## src/rtl/parity_frame_tx.sv

```systemverilog
// ============================================================================
// Module      : parity_frame_tx
// Description : Serial transmitter sending START, N data bits LSB-first,
//               a parity bit and STOP, each CLKS_PER_BIT clocks long.
//               Define PARITY_FRAME_TX_ODD_EN for odd parity (default even).
// Revision    : 1.0 - initial release
// ============================================================================
`default_nettype none

module parity_frame_tx #(
  parameter int N            = 4,
  parameter int CLKS_PER_BIT = 4
) (
  input  logic         clk,
  input  logic         rst,
  input  logic [N-1:0] data_in,
  input  logic         valid_in,
  output logic         ready_out,
  output logic         tx_out,
  output logic         busy,
  output logic         done
);

  localparam int c_cnt_w = $clog2(CLKS_PER_BIT) + 1;
  localparam int c_idx_w = $clog2(N) + 1;

  localparam logic [c_cnt_w-1:0] c_cnt_last = c_cnt_w'(CLKS_PER_BIT - 1);
  localparam logic [c_idx_w-1:0] c_idx_last = c_idx_w'(N - 1);

  localparam logic [2:0] c_st_idle   = 3'd0;
  localparam logic [2:0] c_st_start  = 3'd1;
  localparam logic [2:0] c_st_data   = 3'd2;
  localparam logic [2:0] c_st_parity = 3'd3;
  localparam logic [2:0] c_st_stop   = 3'd4;

  logic [2:0]         r_state;
  logic [2:0]         w_state_next;
  logic [c_cnt_w-1:0] r_cnt;
  logic [c_cnt_w-1:0] w_cnt_next;
  logic [c_idx_w-1:0] r_idx;
  logic [c_idx_w-1:0] w_idx_next;
  logic [N-1:0]       r_data;
  logic               r_par;
  logic               r_tx;
  logic               r_done;
  logic               w_ready;
  logic               w_accept;
  logic               w_bit_end;
  logic               w_par_in;
  logic               w_data_bit;
  logic               w_tx_next;

  assign w_ready   = (r_state == c_st_idle) && !rst;
  assign w_accept  = valid_in && w_ready;
  assign w_bit_end = (r_cnt == c_cnt_last);

`ifdef PARITY_FRAME_TX_ODD_EN
  assign w_par_in = ~(^data_in);
`else
  assign w_par_in = ^data_in;
`endif

  // State register
  always_ff @(posedge clk) begin
    if (rst) begin
      r_state <= c_st_idle;
    end else begin
      r_state <= w_state_next;
    end
  end

  // Next-state, bit-period counter and bit-index logic
  always_comb begin
    w_state_next = r_state;
    w_cnt_next   = r_cnt + c_cnt_w'(1);
    w_idx_next   = r_idx;
    if (w_bit_end) begin
      w_cnt_next = '0;
    end
    case (r_state)
      c_st_idle: begin
        w_cnt_next = '0;
        w_idx_next = '0;
        if (w_accept) begin
          w_state_next = c_st_start;
        end
      end
      c_st_start: begin
        if (w_bit_end) begin
          w_state_next = c_st_data;
          w_idx_next   = '0;
        end
      end
      c_st_data: begin
        if (w_bit_end) begin
          if (r_idx == c_idx_last) begin
            w_state_next = c_st_parity;
            w_idx_next   = '0;
          end else begin
            w_idx_next = r_idx + c_idx_w'(1);
          end
        end
      end
      c_st_parity: begin
        if (w_bit_end) begin
          w_state_next = c_st_stop;
        end
      end
      c_st_stop: begin
        if (w_bit_end) begin
          w_state_next = c_st_idle;
        end
      end
      default: begin
        w_state_next = c_st_idle;
        w_cnt_next   = '0;
        w_idx_next   = '0;
      end
    endcase
  end

  // Outputs; tx is precomputed from the next state so the register shows
  // the start bit right after the accepting edge.
  always_comb begin
    ready_out  = w_ready;
    busy       = (r_state != c_st_idle);
    done       = r_done;
    tx_out     = r_tx;
    w_data_bit = 1'b0;
    for (int i = 0; i < N; i++) begin
      if (w_idx_next == c_idx_w'(i)) begin
        w_data_bit = r_data[i];
      end
    end
    case (w_state_next)
      c_st_start:  w_tx_next = 1'b0;
      c_st_data:   w_tx_next = w_data_bit;
      c_st_parity: w_tx_next = r_par;
      default:     w_tx_next = 1'b1;
    endcase
  end

  always_ff @(posedge clk) begin
    if (rst) begin
      r_cnt  <= '0;
      r_idx  <= '0;
      r_data <= '0;
      r_par  <= 1'b0;
      r_tx   <= 1'b1;
      r_done <= 1'b0;
    end else begin
      r_cnt  <= w_cnt_next;
      r_idx  <= w_idx_next;
      r_tx   <= w_tx_next;
      r_done <= (r_state == c_st_stop) && w_bit_end;
      if (w_accept) begin
        r_data <= data_in;
        r_par  <= w_par_in;
      end
    end
  end

endmodule

`default_nettype wire
```

## config.mk

```make
export PLATFORM = sky130hd
export DESIGN_NAME = parity_frame_tx
export DESIGN_NICKNAME = d
export VERILOG_FILES = /design/src/rtl/parity_frame_tx.sv
export SDC_FILE = /design/constraint.sdc
export NUM_CORES = 1
export LEC_CHECK = 0
export CAP_MARGIN = 20
export CORE_MARGIN = 1
export CORE_UTILIZATION = 33
export DETAILED_ROUTE_END_ITERATION = 16
export MAX_ROUTING_LAYER = met4
export PLACE_DENSITY = 0.53
export SLEW_MARGIN = 20
export SYNTH_ARGS = -nofsm -noshare
export SYNTH_HDL_FRONTEND = slang
export SYNTH_SLANG_ARGS = --single-unit
```

## constraint.sdc

```tcl
create_clock -name clk -period 3.6 [get_ports clk]
set_input_delay 0.36 -clock clk [delete_from_list [all_inputs] [get_ports clk]]
set_output_delay 0.36 -clock clk [all_outputs]
set_load 0.05 [all_outputs]
```

# ---- Word-level counts from Yosys, hierarchy flattened
# Cells that the tools add are included.
dict set report word_totals {
  regBits 16
  wordCells 49
  out_inout_bits 4
  inputBits 7
}
dict set report classes {
  reduce_logical 11
  bitwise 1
  mux 16
  addsub 2
  eq_ne 12
}
# cell n
set op_table {}
lappend op_table {{$mux W3} 9}
lappend op_table {{$eq A3 B2 Y1 const B} 8}
lappend op_table {{$pmux W3 S5} 1}
lappend op_table {{$eq A3 B1 Y1 const B} 3}
lappend op_table {{$pmux W3 S3} 1}
lappend op_table {{$add A3 B1 Y3 const B} 2}
lappend op_table {{$logic_not A3 Y1} 2}
lappend op_table {{$mux W1} 4}
lappend op_table {{$reduce_or A4 Y1} 1}
lappend op_table {{$reduce_xor A4 Y1} 1}
lappend op_table {{$eq A3 B3 Y1 const B} 1}
lappend op_table {{$logic_and A1 B1 Y1} 3}
lappend op_table {{$pmux W1 S3} 1}
lappend op_table {{$reduce_bool A3 Y1} 1}
lappend op_table {{$reduce_or A3 Y1} 1}
lappend op_table {{$reduce_or A2 Y1} 1}
lappend op_table {{$logic_not A1 Y1} 1}
lappend op_table {{$not A1 Y1} 1}

# ---- Longest topological paths before layout
# Gate-level depths: netlist of run 1.
dict set report depth {
  ltp_word 10
  depth_mapped 7
  depth_no_buf 7
}

# ---- Least setup slack after synthesis of run 1
# OpenSTA, ideal clock, no wires.
dict set report synth_timing {
  kind {input to register}
  startpoint {input port rst}
  endpoint {register r_tx (netlist: tx_out)}
  slack_ps 1555
  required_ps 3513
  cell_stages 6
  setup_ps 87
  arrival_ps 1958
  path_buffers 1
  path_cell_list {clkbuf_1 > nor4_4 > nand2_4 > a2111o_1 > o2111a_1 > o31ai_1}
}
dict set report synth_between {
  elab_chain_len 7
  word_cells_on_any_way 9
  classes_between {3 x eq/ne; 3 x mux; 3 x reduce/logical}
}
# item line_no
set synth_lines {}
lappend synth_lines {{start, declared} 15} ;# input logic rst,
lappend synth_lines {{$logic_not A1 Y1 *} 53} ;# assign w_ready = (r_state == c_st_idle) && !rst;
lappend synth_lines {{$logic_and A1 B1 Y1 *} 53}
lappend synth_lines {{named net ready_out} 18} ;# output logic ready_out,
lappend synth_lines {{$logic_and A1 B1 Y1 *} 54} ;# assign w_accept = valid_in && w_ready;
lappend synth_lines {{$mux W3 *} 84} ;# if (w_accept) begin
lappend synth_lines {{$pmux W3 S5 *} 80} ;# case (r_state)
lappend synth_lines {{$eq A3 B2 Y1 or $eq A3 B1 Y1 (tied branches)} 135} ;# case (w_state_next)
lappend synth_lines {{$pmux W1 S3 *} 135}
lappend synth_lines {{end signal, assigned} 154} ;# r_tx <= w_tx_next;
lappend synth_lines {{end, declared} 44} ;# logic r_tx;
# Mark *: on every way through the listed nets, which the timed path passes. The rest lies on a longest branch.
# A chain may end at the register's enable or synchronous reset.

# ---- Worst setup path after layout of run 1
dict set report layout_timing {
  startpoint {input port rst}
  endpoint {output port ready_out}
}
dict set report layout_between {
  elab_chain_len 2
}
# item line_no
set layout_lines {}
lappend layout_lines {{$logic_not A1 Y1} 53}
lappend layout_lines {{$logic_and A1 B1 Y1} 53}
lappend layout_lines {{end, declared} 18}
# Every way passes these cells.

==> results of run 1 <==
sequential cells by signal (all words and copies together), names as in the netlist:
signal	flops
r_state	3
r_idx	3
tx_out	1
r_par	1
done	1
r_data	4
r_cnt	3
layout make-up:
type	instances	area, um^2	area share, %
repair buffers	10	100.1	9.780
flip-flops and latches	16	320.3	31.30
well taps	30	37.54	3.667
clock buffers	3	22.52	2.200
inverters	8	30.03	2.934
multi-input cells	73	513.0	50.12
metrics by stage:
step	setup slack [ps]	std cells	power, mW	util [%]	area, um^2
6_report	1011	140	0.3509	40.58	1023
3_5_place_dp	1019	137	0.2586	39.68	1001
4_1_cts	1011	140	0.3563	40.58	1023
3_3_place_gp	1041	137	0.2583	39.68	1001
5_1_grt	949.9	140	0.3731	40.58	1023
2_1_floorplan	1555	101	0.2399	-	893.4
worst max-delay path: cells and delay by family:
family,cells,cell delay [ps]
buffers and inverters,2,1470
AND/OR/NAND/NOR,1,390
metal layers:
layer | global-route usage, % | vias to the layer above | wire (um)
li1 | - | 384 | -
met1 | 19.40 | 337 | 942
met2 | 19.96 | 20 | 734
met3 | 2.542 | 2 | 83
met4 | 7.692 | 0 | 15
met5 | - | - | 0
logic make-up (layout without fill, tap and decap cells):
group                      count (synthesis)  count (layout)  share of synthesized area, %
adders and majority gates                  3               3                         4.202
AOI/OAI and AO/OA                         20              20                         19.75
xor gates and xnor gates                   4               4                         3.921
and+or+nand+nor                           46              46                         29.55
buffers and inverters                     12              21                         6.723
DFF                                       16              16                         35.85
cells in the final DEF (no fill, tap or decap), types with 2 or more instances in the layout:
cell type | netlist | routed
sky130_fd_sc_hd__nand3b_1 | 2 | 2
sky130_fd_sc_hd__clkdlybuf4s50_1 | 0 | 10
sky130_fd_sc_hd__o31ai_1 | 2 | 2
sky130_fd_sc_hd__o21ai_0 | 2 | 2
sky130_fd_sc_hd__nor2_1 | 11 | 11
sky130_fd_sc_hd__a211oi_1 | 3 | 3
sky130_fd_sc_hd__or3b_1 | 2 | 2
sky130_fd_sc_hd__dfxtp_1 | 16 | 16
sky130_fd_sc_hd__and2b_2 | 2 | 2
sky130_fd_sc_hd__xnor2_1 | 4 | 4
sky130_fd_sc_hd__inv_1 | 7 | 7
sky130_fd_sc_hd__nand2_1 | 9 | 9
sky130_fd_sc_hd__nand3_1 | 8 | 8
sky130_fd_sc_hd__clkbuf_4 | 0 | 3
sky130_fd_sc_hd__and2_1 | 2 | 2
sky130_fd_sc_hd__ha_1 | 3 | 3
power by group:
group / leakage (nW) / switching, mW / internal (mW)
Combinational: 0.259 / 0.0339 / 0.0291
Sequential: 0.130 / 0.00663 / 0.185
Clock: 0.0138 / 0.0577 / 0.0389
worst paths after layout:
path            start   endpoint  cells past startpoint
max               rst  ready_out                      3
min          r_cnt[0]   r_cnt[0]                      1
max reg2reg  r_cnt[0]     tx_out                      7
min reg2reg  r_cnt[0]   r_cnt[0]                      1
==> reports/results.txt, run 1 <==
Most prevalent standard cell on the critical path = sky130_fd_sc_hd__clkdlybuf4s50_1
Core ar. = 2522 um^2
Number of remaining DRC errors = 0
Maximum level of the CTS H-tree = 1
Library cell occupying the most area in the post-synthesis netlist = sky130_fd_sc_hd__dfxtp_1
Most used flip-flop cell after synthesis = sky130_fd_sc_hd__dfxtp_1
Die Span Y = 54.03 um
Summed instance area of the synthesized netlist = 893.4 um^2
Estimated wirelength of the detail-placed design = 1315 um
CTS Hold Bufs = 0
Worst-path clk slew = 90 ps
Critical path's slowest cell = sky130_fd_sc_hd__clkdlybuf4s50_1
Top area cells in the synthesized netlist = sky130_fd_sc_hd__dfxtp_1, sky130_fd_sc_hd__nor2_1, sky130_fd_sc_hd__nand3_1
Post-synthesis sequential area ratio = 35.85%
Routed wire length per instance = 12.68 um
Leakage component of the power = 0.4029 nW
Clk root buf = sky130_fd_sc_hd__clkbuf_4
Hold violation count in the final report = 0
Arrival time at the worst endpoint = 2230 ps
CTS sink count = 16
Synthesized flop and latch total = 16
DRC violation total after the first TritonRoute iteration = 9
Setup-failing EPs final = 0
Maximum fanout along the worst path = 8
Worst Max-Slew Pin Slew = 619.0 ps
Number of vias after detailed routing = 743
Mean instance size in the synthesized netlist = 8.845 um^2
Number of global-route vias before repair = 616
Buffers on Ports = 10
Full die area = 2919 um^2
Initial antenna violation count = 0
WP data required = 3240 ps
Largest net degree at the start of global routing = 19
Max frequency = 386.3 MHz
Hold Worst Slack = 428.5 ps
Part of the cycle the worst path needs = 71.91%
Gate Count Post-Synth = 101
Mean number of vias per cell = 5.307
EDFF count, synth = 0
Result of the run = completed
All-Layer GR Usage = 14.35%
Cell-by-cell trace of the critical path = clkdlybuf4s50_1 -> nor4_4 -> clkdlybuf4s50_1
Post-CTS sizing = 0
Number of CTS-inserted buffers = 3
Final Max Slew Viols = 0
Fraction of final layout cells with drive strength greater than 1 = 10.91%
Setup TNS = 0 ps
Post-detailed-route count of antenna-violating nets = 0
Clock Path Buffers = 2
Crit. End Element = output pin
Final clock skew = 5.207 ps
Boundary pin count = 11
CP Class = input port to output pin
TritonCTS clock tree = yes
Final worst path period need = 2589 ps
Power per cell area = 342.8 nW/um^2
Die Span X = 54.03 um
Register-to-Register Setup Slack = 1480 ps
Post-synthesis async set-or-reset flop share = 0%
Antenna diode count = 0
Count of filler cells inserted in the layout = 265
Nets in the synthesized netlist = 111
Proportion of netlist area held by the largest area contributor = 35.85%
Max-cap check violation count = 0
Number of search-and-repair iterations in the first detailed-routing pass = 4
Final wirelength = 1775 um
Total number of nets in the final design = 122
Wire length of the first global-routing pass = 2829 um
Commonest cells post-synth = sky130_fd_sc_hd__dfxtp_1, sky130_fd_sc_hd__nor2_1, sky130_fd_sc_hd__nand2_1
Setup repair after global routing missed its margin = false
Worst ir drop on vdd = 0.0001634 V
Headroom to the max-slew limit = 58.68%
Num rows = 18
Classification of the worst-slack hold path = flop to flop
CP Launch Type = input port
Distinct cells, synth = 40
Synth-to-layout area growth = 14.57%
Total number of yosys warnings = 0
Setup fix buffers added after clock tree synthesis = 0
Effective utilization at floorplan = 35.42%
Stage delay of the slowest cell on the critical path = 900 ps
Final GP Congestion = 0.8840
Most frequently used cell type in the post-synthesis netlist = sky130_fd_sc_hd__dfxtp_1
Clock Latency Late Sink = 290 ps
Total congestion overflow after global routing = 0
No activity file was read; power rests on OpenSTA's default activity.
==> run 2: changes to the inputs <==
Settings changed: PLACE_DENSITY 0.53 to 0.55.
Clock period 3.6 ns to 2.3 ns, I/O delays scaled along.
==> reports/results.txt, run 2 (same netlist as run 1, synthesis figures left out) <==
Total number of nets in the final design = 125 (+2.5%)
Crit. End Element = output pin
Final Max Slew Viols = 0 (unchanged)
Maximum level of the CTS H-tree = 1 (unchanged)
Share of power burned in combinational logic = 18.0% (about the same)
Power per cell area = 556.4 nW/um^2 (+62%)
Total congestion overflow after global routing = 0 (unchanged)
Cell internal pwr = 0.4371 mW (+73%)
CP Class = flop to output pin
Result of the run = completed
Fraction of final layout cells with drive strength greater than 1 = 14.91% (+4.0 points)
Setup TNS = 0 ps (unchanged)
Number of CTS-inserted buffers = 3 (unchanged)
Die Span X = 54.03 um (unchanged)
Max frequency = 467.0 MHz
Worst Max-Slew Pin Slew = 521.8 ps (-97.17 ps)
Clock Latency Late Sink = 280 ps (about the same)
Final worst path period need = 2142 ps
Cell-by-cell trace of the critical path = or3_2 -> clkdlybuf4s50_1
Full die area = 2919 um^2 (unchanged)
TritonCTS clock tree = yes
Wire length of the first global-routing pass = 3139 um (+11%)
Number of remaining DRC errors = 0 (unchanged)
Largest net degree at the start of global routing = 13 (-6)
Boundary pin count = 11 (unchanged)
Arrival time at the worst endpoint = 1910 ps (-320 ps)
Net load switching power = 0.1580 mW (+61%)
Buffers on Ports = 10 (unchanged)
Classification of the worst-slack hold path = flop to flop
Crit path max-delay family = buffers and inverters
Tot Pwr = 0.5952 mW (+70%)
Worst ir drop on vdd = 0.0003072 V (+88%)
Antenna diode count = 0 (unchanged)
Part of the power in the clock network = 31.7% (+4.2 points)
Leakage component of the power = 0.4306 nW (+6.9%)
Core ar. = 2522 um^2 (unchanged)
Register share of total power = 50.3% (-4.2 points)
Largest Register = r_data
Number of search-and-repair iterations in the first detailed-routing pass = 4 (unchanged)
Fin util = 42.41% (+1.8 points)
Proportion of total power due to net switching = 26.55% (-1.4 points)
Setup fix buffers added after clock tree synthesis = 0 (unchanged)
Routed wire length per instance = 12.91 um (+1.8%)
Part of the cycle the worst path needs = 93.11%
Number of global-route vias before repair = 737 (+20%)
CTS Hold Bufs = 0 (unchanged)
Worst Path Buf+Inv = 1 (-1)
DRC violation total after the first TritonRoute iteration = 13 (+4)
Effective utilization at floorplan = 35.42% (unchanged)
Headroom to the max-slew limit = 64.72% (+6.0 points)
Leading cell type in the layout, fill and taps excluded = sky130_fd_sc_hd__dfxtp_1
Clk root buf = sky130_fd_sc_hd__clkbuf_4
Stage delay of the slowest cell on the critical path = 700 ps (-200 ps)
Maximum fanout along the worst path = 12 (+4)
Mean number of vias per cell = 5.354 (+0.89%)
Area of placed instances = 1033 um^2 (+3.2%)
WP data required = 2070 ps (-1170 ps)
Die Span Y = 54.03 um (unchanged)
Final wirelength = 1859 um (+4.7%)
Post-detailed-route count of antenna-violating nets = 0 (unchanged)
Minimum setup slack after placement = 250.4 ps (-768.9 ps)
Most frequent cells in the layout = sky130_fd_sc_hd__dfxtp_1, sky130_fd_sc_hd__nor2_1, sky130_fd_sc_hd__nand2_1, sky130_fd_sc_hd__clkdlybuf4s50_1, sky130_fd_sc_hd__nand3_1
Setup repair after global routing missed its margin = false
CTS sink count = 16 (unchanged)
Setup-failing EPs final = 0 (unchanged)
CP Launch Type = flop
All-Layer GR Usage = 15.86% (+1.5 points)
Num rows = 18 (unchanged)
Worst-path clk slew = 100 ps (about the same)
Post-route standard cell area excluding fillers = 1070 um^2 (+4.5%)
Estimated wirelength of the detail-placed design = 1431 um (+8.8%)
Number of vias after detailed routing = 771 (+3.8%)
Max-cap check violation count = 0 (unchanged)
Initial antenna violation count = 0 (unchanged)
Flip-flop count of the largest register, all copies and words added = 4 (unchanged)
Synth-to-layout area growth = 19.75%
Critical path's slowest cell = sky130_fd_sc_hd__clkdlybuf4s50_1
Smallest setup slack after layout = 158.5 ps (-852.8 ps)
Clock Path Buffers = 2 (unchanged)
Hold violation count in the final report = 0 (unchanged)
Post-CTS sizing = 0 (unchanged)
Final GP Congestion = 0.8243 (-6.8%)
Final clock skew = 2.191 ps (-3.016 ps)
==> run 2: cell types whose count changed in the layout (fill, tap and decap cells not counted) <==
cell and delta:
sky130_fd_sc_hd__clkdlybuf4s50_1 -1, sky130_fd_sc_hd__buf_4 +3, sky130_fd_sc_hd__buf_12 +1, sky130_fd_sc_hd__clkbuf_8 +1
==> run 2: power groups by stage <==
stage,logic (mW),registers [mW],clock network [mW]
final,0.107,0.299,0.189
after global routing,0.116,0.302,0.209
after CTS,0.109,0.299,0.199
after detailed placement,0.108,0.306,0
after global placement,0.107,0.306,0
after floorplan,0.0695,0.306,0
==> run 2: layout make-up <==
| class | count | area (um^2) |
|---|---|---|
| Timing Repair Buffer | 13 | 132.6 |
| Clock buffer | 4 | 36.28 |
| Sequential cell | 16 | 320.3 |
| Multi-Input combinational cell | 73 | 513.0 |
| Fill cell | 264 | 1453 |
| Inverter | 8 | 30.03 |
| Tap cell | 30 | 37.54 |
==> run 2: final timing paths <==
| check | from | end | slack [ps] | cells after the start |
|---|---|---|---|---|
| setup reg to reg | r_cnt[0] | tx_out | 220 | 7 |
| setup / recovery | r_state[0] | busy | 160 | 2 |
| hold reg to reg | r_cnt[0] | r_cnt[0] | 430 | 1 |
| hold / removal | r_cnt[0] | r_cnt[0] | 430 | 1 |
==> run 2: through the flow <==
step,hold WS (ps),instances
floorplan,352.9,101
global placement,408.1,140
detailed placement,411.9,140
CTS,430.4,144
global route,461.4,144
finish,429.1,144
==> run 2: routing by layer <==
metal,global-route usage [%],up-vias,wire length (um)
li1,-,391,-
met1,20.77,361,915
met2,22.02,15,856
met3,2.825,4,57
met4,10.26,0,29
met5,-,-,0
